$ cat config.mk
export PLATFORM = sky130hd
export DESIGN_NAME = control_unit_mc_fsm
export DESIGN_NICKNAME = d
export VERILOG_FILES = /design/src/rtl/control_unit_mc_fsm.sv
export SDC_FILE = /design/constraint.sdc
export NUM_CORES = 1
export LEC_CHECK = 0
export CAP_MARGIN = 20
export CORE_MARGIN = 5
export CORE_UTILIZATION = 50
export DETAILED_ROUTE_END_ITERATION = 7
export PLACE_DENSITY = 0.79
export SYNTH_ARGS = -nofsm -noshare
export SYNTH_HDL_FRONTEND = slang
export SYNTH_SLANG_ARGS = --single-unit
$ cat constraint.sdc
create_clock -name clk -period 4.2 [get_ports clk]
set_input_delay 0.63 -clock clk [delete_from_list [all_inputs] [get_ports clk]]
set_output_delay 0.63 -clock clk [all_outputs]
set_load 0.01 [all_outputs]
$ cat src/rtl/control_unit_mc_fsm.sv
// Multi-cycle control FSM for the SigmaCore datapath; encodings mirror sigma_pkg.
// Optional illegal-opcode trap state and illegal_instr port: define SIGMA_ILLEGAL_TRAP_EN.
module control_unit_mc_fsm #(
  parameter int unsigned TIMEOUT_CYCLES = 16,
  parameter int unsigned CNT_W          = 32
) (
  input  logic             clk,
  input  logic             reset,
  input  logic [6:0]       opcode,
  input  logic             branch_cond,
  input  logic             mem_ready,
  output logic             pc_write,
  output logic             old_pc_write,
  output logic             ir_write,
  output logic             mdr_write,
  output logic             reg_write,
  output logic             mem_read,
  output logic             mem_write,
  output logic             reg_a_write,
  output logic             reg_b_write,
  output logic             alu_out_write,
  output logic [1:0]       pc_source,
  output logic [1:0]       mem_to_reg,
  output logic [1:0]       alu_src_a,
  output logic [1:0]       alu_src_b,
  output logic [2:0]       imm_src,
  output logic [1:0]       alu_op_type,
  output logic [CNT_W-1:0] instret,
  output logic             mem_timeout,
`ifdef SIGMA_ILLEGAL_TRAP_EN
  output logic             illegal_instr,
`endif
  output logic [3:0]       state_o
);

  localparam logic [6:0] OPC_LOAD   = 7'b0000011;
  localparam logic [6:0] OPC_STORE  = 7'b0100011;
  localparam logic [6:0] OPC_OP     = 7'b0110011;
  localparam logic [6:0] OPC_OP_IMM = 7'b0010011;
  localparam logic [6:0] OPC_LUI    = 7'b0110111;
  localparam logic [6:0] OPC_AUIPC  = 7'b0010111;
  localparam logic [6:0] OPC_BRANCH = 7'b1100011;
  localparam logic [6:0] OPC_JAL    = 7'b1101111;
  localparam logic [6:0] OPC_JALR   = 7'b1100111;

  localparam logic [2:0] IMM_TYPE_NONE = 3'd0;
  localparam logic [2:0] IMM_TYPE_I    = 3'd1;
  localparam logic [2:0] IMM_TYPE_S    = 3'd2;
  localparam logic [2:0] IMM_TYPE_B    = 3'd3;
  localparam logic [2:0] IMM_TYPE_U    = 3'd4;
  localparam logic [2:0] IMM_TYPE_J    = 3'd5;

  localparam logic [1:0] ALU_OP_TYPE_LSU    = 2'd0;
  localparam logic [1:0] ALU_OP_TYPE_R_I    = 2'd1;
  localparam logic [1:0] ALU_OP_TYPE_BRANCH = 2'd2;

  localparam logic [3:0] S_FETCH    = 4'd0;
  localparam logic [3:0] S_DECODE   = 4'd1;
  localparam logic [3:0] S_MEM_ADDR = 4'd2;
  localparam logic [3:0] S_MEM_RD   = 4'd3;
  localparam logic [3:0] S_WB_LOAD  = 4'd4;
  localparam logic [3:0] S_MEM_WR   = 4'd5;
  localparam logic [3:0] S_EXEC_R   = 4'd6;
  localparam logic [3:0] S_EXEC_I   = 4'd7;
  localparam logic [3:0] S_EXEC_U   = 4'd8;
  localparam logic [3:0] S_WB_ALU   = 4'd9;
  localparam logic [3:0] S_BRANCH   = 4'd10;
  localparam logic [3:0] S_JAL      = 4'd11;
  localparam logic [3:0] S_JALR     = 4'd12;
  localparam logic [3:0] S_FAULT    = 4'd13;
`ifdef SIGMA_ILLEGAL_TRAP_EN
  localparam logic [3:0] S_TRAP     = 4'd14;
`endif

  localparam int unsigned WAIT_W = (TIMEOUT_CYCLES > 1) ? $clog2(TIMEOUT_CYCLES) : 1;

  logic [3:0]        state_q, state_d;
  logic [WAIT_W-1:0] waitCnt_q, waitCnt_d;
  logic [CNT_W-1:0]  instret_q, instret_d;
  logic              memTimeout_q, memTimeout_d;
  logic              waitState, watchdogExpired, retire;

  assign waitState       = (state_q == S_FETCH) || (state_q == S_MEM_RD) || (state_q == S_MEM_WR);
  assign watchdogExpired = (TIMEOUT_CYCLES != 0) && waitState && !mem_ready &&
                           (waitCnt_q == WAIT_W'(TIMEOUT_CYCLES - 1));

  always_comb begin
    state_d = state_q;
    case (state_q)
      S_FETCH:    if (mem_ready) state_d = S_DECODE; else if (watchdogExpired) state_d = S_FAULT;
      S_DECODE: begin
        case (opcode)
          OPC_LOAD, OPC_STORE: state_d = S_MEM_ADDR;
          OPC_OP:              state_d = S_EXEC_R;
          OPC_OP_IMM:          state_d = S_EXEC_I;
          OPC_LUI, OPC_AUIPC:  state_d = S_EXEC_U;
          OPC_BRANCH:          state_d = S_BRANCH;
          OPC_JAL:             state_d = S_JAL;
          OPC_JALR:            state_d = S_JALR;
`ifdef SIGMA_ILLEGAL_TRAP_EN
          default:             state_d = S_TRAP;
`else
          default:             state_d = S_FETCH;
`endif
        endcase
      end
      S_MEM_ADDR: state_d = (opcode == OPC_STORE) ? S_MEM_WR : S_MEM_RD;
      S_MEM_RD:   if (mem_ready) state_d = S_WB_LOAD; else if (watchdogExpired) state_d = S_FAULT;
      S_MEM_WR:   if (mem_ready) state_d = S_FETCH; else if (watchdogExpired) state_d = S_FAULT;
      S_EXEC_R, S_EXEC_I, S_EXEC_U: state_d = S_WB_ALU;
      S_WB_LOAD, S_WB_ALU, S_BRANCH, S_JAL, S_JALR: state_d = S_FETCH;
      S_FAULT:    state_d = S_FAULT;
`ifdef SIGMA_ILLEGAL_TRAP_EN
      S_TRAP:     state_d = S_TRAP;
`endif
      default:    state_d = S_FETCH;
    endcase
  end

  // A DECODE->FETCH return only happens for an unknown opcode, which never retires.
  assign retire = (state_d == S_FETCH) && (state_q != S_FETCH) && (state_q != S_DECODE);

  always_comb begin
    waitCnt_d = '0;
    if (waitState && !mem_ready && (state_d == state_q))
      waitCnt_d = waitCnt_q + WAIT_W'(1);
    instret_d    = retire ? instret_q + CNT_W'(1) : instret_q;
    memTimeout_d = memTimeout_q | ((state_d == S_FAULT) && (state_q != S_FAULT));
  end

  always_ff @(posedge clk) begin
    if (reset) begin
      state_q      <= S_FETCH;
      waitCnt_q    <= '0;
      instret_q    <= '0;
      memTimeout_q <= 1'b0;
    end else begin
      state_q      <= state_d;
      waitCnt_q    <= waitCnt_d;
      instret_q    <= instret_d;
      memTimeout_q <= memTimeout_d;
    end
  end

  // Control outputs; the mem_ready/branch_cond qualified strobes are the only Mealy terms.
  always_comb begin
    pc_write      = 1'b0;
    old_pc_write  = 1'b0;
    ir_write      = 1'b0;
    mdr_write     = 1'b0;
    reg_write     = 1'b0;
    mem_read      = 1'b0;
    mem_write     = 1'b0;
    reg_a_write   = 1'b0;
    reg_b_write   = 1'b0;
    alu_out_write = 1'b0;
    pc_source     = 2'b00;
    mem_to_reg    = 2'b00;
    alu_src_a     = 2'b00;
    alu_src_b     = 2'b00;
    imm_src       = IMM_TYPE_NONE;
    alu_op_type   = ALU_OP_TYPE_R_I;
    if (!reset) begin
      case (state_q)
        S_FETCH: begin
          mem_read     = 1'b1;
          alu_src_a    = 2'b01;
          alu_src_b    = 2'b10;
          alu_op_type  = ALU_OP_TYPE_LSU;
          ir_write     = mem_ready;
          pc_write     = mem_ready;
          old_pc_write = mem_ready;
        end
        S_DECODE: begin
          reg_a_write   = 1'b1;
          reg_b_write   = 1'b1;
          alu_out_write = 1'b1;
          alu_src_a     = 2'b10;
          alu_src_b     = 2'b01;
          imm_src       = IMM_TYPE_B;
          alu_op_type   = ALU_OP_TYPE_LSU;
        end
        S_MEM_ADDR: begin
          alu_out_write = 1'b1;
          alu_src_b     = 2'b01;
          imm_src       = (opcode == OPC_STORE) ? IMM_TYPE_S : IMM_TYPE_I;
          alu_op_type   = ALU_OP_TYPE_LSU;
        end
        S_MEM_RD: begin
          mem_read  = 1'b1;
          mdr_write = mem_ready;
        end
        S_WB_LOAD: begin
          reg_write  = 1'b1;
          mem_to_reg = 2'b01;
        end
        S_MEM_WR: mem_write = 1'b1;
        S_EXEC_R: alu_out_write = 1'b1;
        S_EXEC_I: begin
          alu_out_write = 1'b1;
          alu_src_b     = 2'b01;
          imm_src       = IMM_TYPE_I;
        end
        S_EXEC_U: begin
          alu_out_write = 1'b1;
          alu_src_a     = (opcode == OPC_LUI) ? 2'b11 : 2'b10;
          alu_src_b     = 2'b01;
          imm_src       = IMM_TYPE_U;
          alu_op_type   = ALU_OP_TYPE_LSU;
        end
        S_WB_ALU: reg_write = 1'b1;
        S_BRANCH: begin
          pc_source   = 2'b01;
          alu_op_type = ALU_OP_TYPE_BRANCH;
          pc_write    = branch_cond;
        end
        S_JAL, S_JALR: begin
          pc_write    = 1'b1;
          reg_write   = 1'b1;
          mem_to_reg  = 2'b10;
          alu_src_b   = 2'b01;
          alu_op_type = ALU_OP_TYPE_LSU;
          if (state_q == S_JAL) begin
            alu_src_a = 2'b10;
            imm_src   = IMM_TYPE_J;
          end else begin
            pc_source = 2'b10;
            imm_src   = IMM_TYPE_I;
          end
        end
        default: ;
      endcase
    end
  end

  assign instret     = instret_q;
  assign mem_timeout = memTimeout_q;
  assign state_o     = state_q;
`ifdef SIGMA_ILLEGAL_TRAP_EN
  assign illegal_instr = (state_q == S_TRAP);
`endif

endmodule
==> flow_summary.ini, run 1 <==
[status]
outcome = completed

[power_and_ir_drop]
leakage_nw = 1.08
ir_drop_v = 0.000193
power_density_mw_per_mm2 = 226

[critical_path]
crit_slowest_cell = clkdlybuf4s50_1
cp_data_arrival_time_ns = 2.67
cp_data_required_time_ns = 3.57
cp-end-kind = output pin
crit_path_max_incr_delay_ns = 0.50
critPathMostFrequentCell = clkdlybuf4s50_1
crit_fanout = 5
path_cells = clkdlybuf4s50_1 -> or2_2 -> nor4_2 -> o211ai_1 -> o21ai_0 -> nor2_1 -> clkdlybuf4s50_1
worst_setup_path_start_kind = input port
path_class = in2out

[sta]
fin_crit_ns = 3.30
rsz0062_at_grt = no
setup_tns_ns = 0
setup_violations = 0
worstMarginPinSlew_ns = 0.869
max_freq_mhz = 303
period_share_pct = 78.5
relSlewSlack_pct = 41.9
hold_viol_final = 0
hold_ws_ns = 0.470
slew_violations = 0
skew_ns = 0.0115

[synth]
ys_seq_elements = 41
synthTopCellsByCount = dfxtp_1 (41), a21oi_1 (33), nor2_1 (29)
ys_seq_area_share_pct = 29.9
synthTopCellsByArea = dfxtp_1 (30%), or4_1 (6.3%), a21oi_1 (6.0%), o31ai_1 (5.7%), nor2_1 (4.0%)
yosysMostFrequentCell = dfxtp_1
synth_edf_count = 0
synth_warnings = 0
async_flop_share_pct = 0
synth_largest_area_cell = dfxtp_1
synth_cell_types = 55
synth-main-ff-cell = dfxtp_1
avgSynthCellArea_um2 = 7.66
synthesis.nets = 371
synth_top_area_share_pct = 29.9
synth_area_mm2 = 0.00274
syn_inst = 358

[cells_and_area]
drive_gt1_share_pct = 5.87
fill_cells = 513
nets = 421
stdcell_count = 481
area_growth_pct = 27.6
n_antenna_cell = 0

[clock_tree]
cts_resized = 0
clkLatencyLatePin_ns = 0.29
numCtsBuffers = 5
hold_buffers = 0
cts_root_buffer = clkbuf_8
post_cts_buffers = 0
path_clk_slew_ns = 0.07
htree_levels = 2
cts_tree = done
cts_buffer_depth = 2
clock_sinks = 41

[placement]
dp_hpwl_mm = 5.27
dp.cells = 473
routabilityCongestion = 0.865
io_buffers = 70

[detailed_routing]
drcViolationCount = 0
wire_per_inst_um = 15.6
vias_per_cell = 6.11
drt-initial-drc-count = 282
postRouteAntennaNets = 0
dr_total_vias = 2939
wl_mm = 7.51
dr.pass1.iters = 5

[die]
pin_count = 71
chipWidth_um = 84.1
start_util_pct = 50.7
die_area_mm2 = 0.00707
die_h_um = 84.1
std_cell_rows = 27
core-area_mm2 = 0.00541

[flow_run]
cap_violations = 0

[grt]
grt_use_total_pct = 21.0
grt_pass1_wl_mm = 12.8
grt-ovfl-total = 0
grt_max_degree = 60
grt_pass1_vias = 2698
antenna_found_initial = 0

[worst_hold_path]
worstHoldPathType = reg2reg
final timing paths:
kind	from	end	slack (ns)	depth (start not counted)
max reg2reg	state_o[0]	instret[29]	1.64	6
max	opcode[3]	imm_src[0]	0.90	7
min reg2reg	waitCnt_q[0]	waitCnt_q[0]	0.47	1
min	waitCnt_q[0]	waitCnt_q[0]	0.47	1
power breakdown:
part           leakage [nW]  total [W]  switching (W)  internal [W]
sequential            0.331   0.000404      0.0000118      0.000392
clock                0.0512   0.000274       0.000141      0.000133
combinational         0.695   0.000113      0.0000573     0.0000555
total                  1.08   0.000791       0.000210      0.000581
final cells by class:
class,instances,area [um^2],share of cell area [%]
inverter,7,26.3,0.751
timing repair buffer,75,733,21.0
sequential,41,821,23.5
clock buffer,6,82.6,2.36
multi-input combinational,278,1730,49.5
tap,72,90.1,2.57
clock inverter,2,13.8,0.393
cells in the final DEF (no fill, tap or decap), drive strengths merged, types with 3 or more instances in the layout:
cell type / synthesis / layout
mux2: 5 / 5
nor2b: 12 / 12
o31ai: 21 / 21
and2: 7 / 7
clkdlybuf4s50: 0 / 69
or4: 23 / 23
nand3b: 4 / 4
nand4: 15 / 15
xnor2: 3 / 3
dfxtp: 41 / 41
nor3: 12 / 12
nand2: 21 / 21
or3: 3 / 3
a21o: 3 / 3
buf: 15 / 6
a21oi: 33 / 33
o21ai: 8 / 8
nand3: 16 / 16
nand2b: 6 / 6
inv: 7 / 7
nor4: 10 / 10
o21ba: 3 / 3
and3: 7 / 7
nor2: 29 / 29
clkbuf: 17 / 6
per-layer routing:
| metal | global-route usage [%] | vias up | routed length [um] |
|---|---|---|---|
| met1 | 28.3 | 1393 | 3460 |
| met5 | 0 | - | 0 |
| met2 | 34.9 | 85 | 3530 |
| met3 | 4.84 | 4 | 500 |
| met4 | 2.92 | 0 | 24 |
| li1 | - | 1457 | - |
critical path: cells and delay by family:
kind	cells	cell delay, ns
buffers and inverters	2	0.97
AOI/OAI and AO/OA	2	0.26
and+or+nand+nor	3	0.80
sequential cells by signal, summed over array words and instances, names as in the netlist:
signal / flops
state_o: 4
instret: 32
mem_timeout: 1
waitCnt_q: 4
cell families (layout without fill, tap and decap cells):
| logic type | Yosys count | in the layout | share of synthesized area (%) |
|---|---|---|---|
| AND/OR/NAND/NOR | 176 | 176 | 36.7 |
| AO/OA/AOI/OAI | 89 | 89 | 21.5 |
| flip-flops | 41 | 41 | 29.9 |
| buffers and inverters | 39 | 90 | 6.89 |
| multiplexers | 7 | 7 | 2.78 |
| XOR/XNOR | 4 | 4 | 1.28 |
| adder cells (fa/ha/maj) | 2 | 2 | 0.912 |
stage by stage:
stage	instance area (um^2)	util, %	setup slack (ns)	power (W)
3_3_place_gp	3400	63.0	0.972	0.000523
3_5_place_dp	3400	63.0	0.913	0.000524
4_1_cts	3500	64.7	0.923	0.000795
5_1_grt	3500	64.7	0.757	0.000829
6_report	3500	64.7	0.903	0.000791
2_1_floorplan	2740	-	1.68	0.000477
Note: power is estimated with default switching activity, not from simulation.
==> run 2: changes to the inputs <==
CORE_UTILIZATION = 49   (was 50)
PLACE_DENSITY = 0.77   (was 0.79)
clock period = 3.4 ns   (was 4.2 ns; I/O delays follow)
==> run 2 against run 1 <==
- power is 21% higher
- first-iteration DRC count is 39% lower
- cell count is 0.42% higher
- register-to-register slack worse by 0.74 ns
- worst hold slack worse by 0.0016 ns
==> flow_summary.ini, run 2 (same netlist as run 1, synthesis figures left out) <==
[detailed_routing]
wl_mm = 7.38
postRouteAntennaNets = 0
wire_per_inst_um = 15.3
dr_total_vias = 2929
dr.pass1.iters = 4
drcViolationCount = 0
vias_per_cell = 6.06
drt-initial-drc-count = 173

[placement]
routabilityCongestion = 0.861
io_buffers = 70
dp_hpwl_mm = 5.28

[status]
outcome = completed

[critical_path]
path_class = reg2out
r2r-start = state_o[0]
r2r-end = instret[25]
cp_data_arrival_time_ns = 2.59
crit_fanout = 19
cp-end-kind = output pin
worst_setup_path_start_kind = flop
ff2ff_setup_slack_ns = 0.90
cp_data_required_time_ns = 2.89
reg2regPathDepth = 6

[clock_tree]
clock_sinks = 41
htree_levels = 2
numCtsBuffers = 5
path_clk_slew_ns = 0.08
cts_resized = 0
cts_buffer_depth = 2
post_cts_buffers = 0
cts_root_buffer = clkbuf_8
clkLatencyLatePin_ns = 0.30
hold_buffers = 0
cts_tree = done

[grt]
grt-ovfl-total = 0
antenna_found_initial = 0
grt_pass1_wl_mm = 12.8
grt_pass1_vias = 2672
grt_max_degree = 60
grt_use_total_pct = 21.0

[sta]
slew_violations = 0
skew_ns = 0.00940
hold_viol_final = 0
max_freq_mhz = 322
worstMarginPinSlew_ns = 0.751
fin_crit_ns = 3.10
hold_ws_ns = 0.468
setup_tns_ns = 0
period_share_pct = 91.2
setup_violations = 0
relSlewSlack_pct = 49.5
rsz0062_at_grt = no

[worst_hold_path]
min-delay-start = waitCnt_q[0]
hold-path-cell-count = 1
hold_end = waitCnt_q[0]
worstHoldPathType = reg2reg

[die]
die_h_um = 84.8
std_cell_rows = 27
core-area_mm2 = 0.00547
start_util_pct = 50.1
chipWidth_um = 84.8
pin_count = 71
die_area_mm2 = 0.00719

[flow_run]
cap_violations = 0

[cells_and_area]
area_growth_pct = 28.2
final_common_cell = clkdlybuf4s50_1
fill_cells = 503
n_antenna_cell = 0
post-route-util_pct = 64.3
largest_reg_flops = 32
drive_gt1_share_pct = 6.33
final_cell_mix = clkdlybuf4s50_1 (69), dfxtp_1 (41), a21oi_1 (33)
nets = 423

[power_and_ir_drop]
power_density_mw_per_mm2 = 272
power.internal_w = 0.000695
p_seq_share_pct = 52.1
comb_power_share_pct = 14.7
p_sw_w = 0.000261
leakage_nw = 1.08
p_sw_share_pct = 27.3
power_frac_clock_pct = 33.3
ir_drop_v = 0.000150
-- run 2: routing by layer --
layer | track usage (%) | part of all wire, % | vias up
met5 | 0 | 0 | -
met4 | 4.75 | 0.35 | 0
met3 | 4.37 | 6.0 | 2
met2 | 35.4 | 48 | 85
met1 | 27.6 | 45 | 1372
li1 | - | - | 1470
-- run 2: power by group through the flow --
stage	Combinational (W)	Clock (W)	Sequential [W]
3_5_place_dp	0.000140	0	0.000509
3_3_place_gp	0.000138	0	0.000509
5_1_grt	0.000155	0.000344	0.000500
2_1_floorplan	0.0000883	0	0.000501
4_1_cts	0.000141	0.000324	0.000498
6_report	0.000140	0.000318	0.000498
-- run 2: cell type report --
| type | count | area (um^2) | share of cell area, % |
|---|---|---|---|
| Tap cell | 72 | 90.1 | 2.56 |
| Clock inverter | 3 | 17.5 | 0.498 |
| Timing Repair Buffer | 77 | 761 | 21.6 |
| Sequential cell | 41 | 821 | 23.3 |
| Inverter | 7 | 26.3 | 0.747 |
| Multi-Input combinational cell | 278 | 1730 | 49.3 |
| Clock buffer | 5 | 68.8 | 1.96 |
-- run 2: per-stage QoR --
step,total power (W),cell area (um^2),std cells,setup slack (ns)
finish,0.000956,3520,483,0.299
detailed placement,0.000649,3430,475,0.390
floorplan,0.000590,2740,358,0.996
global placement,0.000647,3430,475,0.404
CTS,0.000963,3520,483,0.321
global route,0.000999,3520,483,0.0661
-- run 2: worst max-delay path by stage --
stage | startpoint | cells past startpoint | endpoint
2_1_floorplan | state_o[0] | 5 | imm_src[1]
6_report | state_o[3] | 5 | imm_src[1]
4_1_cts | state_o[3] | 5 | imm_src[1]
3_5_place_dp | opcode[3] | 6 | imm_src[1]
5_1_grt | state_o[3] | 5 | imm_src[1]
3_3_place_gp | opcode[3] | 6 | imm_src[1]
-- run 2: worst max-delay path: stages (launching register included) --
cell and delay [ns]:
dfxtp_1 0.69, and2b_1 0.32, o21ai_0 0.15, a311oi_1 0.42, nor2b_1 0.18, clkdlybuf4s50_1 0.55
==> run 3: changes to the inputs <==
CELL_PAD_IN_SITES_DETAIL_PLACEMENT = 1   (was default)
CELL_PAD_IN_SITES_GLOBAL_PLACEMENT = 1   (was default)
CORE_UTILIZATION = 35   (was 49)
==> run 3 against run 2 <==
- maximum frequency hardly changed
- non-clock buffer count grew 5
- power up 3.6%
- highest routed layer unchanged
- critical endpoint unchanged
- critical path type is now in2out
- die area increased by 35%
- cell count grew 7.2%
- first-iteration DRC count decreased by 44%
- register-to-register slack better by 0.08 ns
- global-route usage shrank 3.5 points
- wire length up 19%
- setup slack barely moved
- sequential power fell by 1%
==> flow_summary.ini, run 3 (same netlist as run 1, synthesis figures left out) <==
[sta]
setup_violations = 0
slew_violations = 0
relSlewSlack_pct = 50.4
rsz0062_at_grt = no
max_freq_mhz = 322
fin_crit_ns = 3.10
hold_ws_ns = 0.472
skew_ns = 0.0142
hold_viol_final = 0
worstMarginPinSlew_ns = 0.738
period_share_pct = 91.2
setup_tns_ns = 0

[placement]
dp_hpwl_mm = 6.48
io_buffers = 70
routabilityCongestion = 0.798

[grt]
grt_pass1_wl_mm = 14.6
grt_max_degree = 59
antenna_found_initial = 0
grt_pass1_vias = 3014
grt-ovfl-total = 0
grt_use_total_pct = 17.5

[clock_tree]
post_cts_buffers = 0
cts_tree = done
clock_sinks = 41
cts_buffer_depth = 2
hold_buffers = 0
path_clk_slew_ns = 0.07
clkLatencyLatePin_ns = 0.29
cts_resized = 0
numCtsBuffers = 5
htree_levels = 2
cts_root_buffer = clkbuf_8

[critical_path]
r2r-end = instret[4]
worst_setup_path_start_kind = input port
cp_data_required_time_ns = 2.89
crit_cells = 6
ff2ff_setup_slack_ns = 0.98
critPathCapture = imm_src[1]
cp-end-kind = output pin
critPathMostFrequentCell = clkdlybuf4s50_1
crit_fanout = 5
r2r-start = state_o[0]
crit_family = buffers and inverters
path_cells = clkdlybuf4s50_1 -> or2_2 -> nor4_2 -> a21oi_1 -> nor2b_1 -> clkdlybuf4s50_1
cp_data_arrival_time_ns = 2.59
crit_path_max_incr_delay_ns = 0.55
crit_start = opcode[3]
path_class = in2out
reg2regPathDepth = 6
critPathBufInv = 2
crit_slowest_cell = clkdlybuf4s50_1

[detailed_routing]
postRouteAntennaNets = 0
wl_mm = 8.79
dr.pass1.iters = 4
dr_total_vias = 3020
drt-initial-drc-count = 97
vias_per_cell = 5.83
drcViolationCount = 0
wire_per_inst_um = 17.0

[die]
start_util_pct = 35.7
die_h_um = 98.5
chipWidth_um = 98.5
std_cell_rows = 32
die_area_mm2 = 0.00971
pin_count = 71
core-area_mm2 = 0.00769

[cells_and_area]
multiInputGateArea_mm2 = 0.00173
fill_cells = 968
post-route-util_pct = 46.9
nets = 428
final-seq-area_um2 = 821
largest_reg_flops = 32
drive_gt1_share_pct = 7.45
final_cell_mix = clkdlybuf4s50_1 (69), dfxtp_1 (41), a21oi_1 (33)
area_growth_pct = 31.3
final_common_cell = clkdlybuf4s50_1
n_antenna_cell = 0

[power_and_ir_drop]
ir_drop_v = 0.000129
p_total_w = 0.000991
leakage_nw = 1.11
power_density_mw_per_mm2 = 275

[status]
outcome = completed

[worst_hold_path]
worstHoldPathType = reg2reg

[flow_run]
cap_violations = 0
-- run 3: stage by stage --
stage,cells,setup slack (ns),cell area [um^2]
after floorplan,358,0.996,2740
after global routing,518,0.169,3600
after detailed placement,510,0.323,3510
final,518,0.299,3600
after global placement,510,0.356,3510
after CTS,518,0.306,3600
-- run 3: worst min-delay path by stage --
stage,cells past startpoint,from,slack [ns],endpoint
floorplan,1,waitCnt_q[0],0.43,waitCnt_q[0]
global placement,1,waitCnt_q[0],0.45,waitCnt_q[0]
detailed placement,1,waitCnt_q[0],0.46,waitCnt_q[0]
CTS,1,waitCnt_q[0],0.47,waitCnt_q[0]
global route,1,waitCnt_q[0],0.50,waitCnt_q[0]
finish,1,waitCnt_q[0],0.47,waitCnt_q[0]
-- run 3: area by class of cell --
| class | instances | area share (%) |
|---|---|---|
| inverters | 7 | 0.729 |
| clock inverters | 2 | 0.382 |
| repair buffers | 82 | 22.2 |
| well taps | 102 | 3.54 |
| multi-input cells | 278 | 48.1 |
| clock buffers | 6 | 2.29 |
| flip-flops and latches | 41 | 22.8 |
-- run 3: metal layers --
metal	share of wire [%]	vias up	global-route usage (%)
met5	0	-	0
met2	48	64	31.1
met1	47	1489	21.9
met4	0.36	0	1.89
li1	-	1463	-
met3	4.8	4	4.53
-- run 3: power breakdown --
group | total, W | switching (W) | internal (W) | leakage (nW)
Sequential | 0.000493 | 0.00000920 | 0.000484 | 0.331
Clock | 0.000343 | 0.000178 | 0.000165 | 0.0512
Combinational | 0.000155 | 0.0000818 | 0.0000733 | 0.733
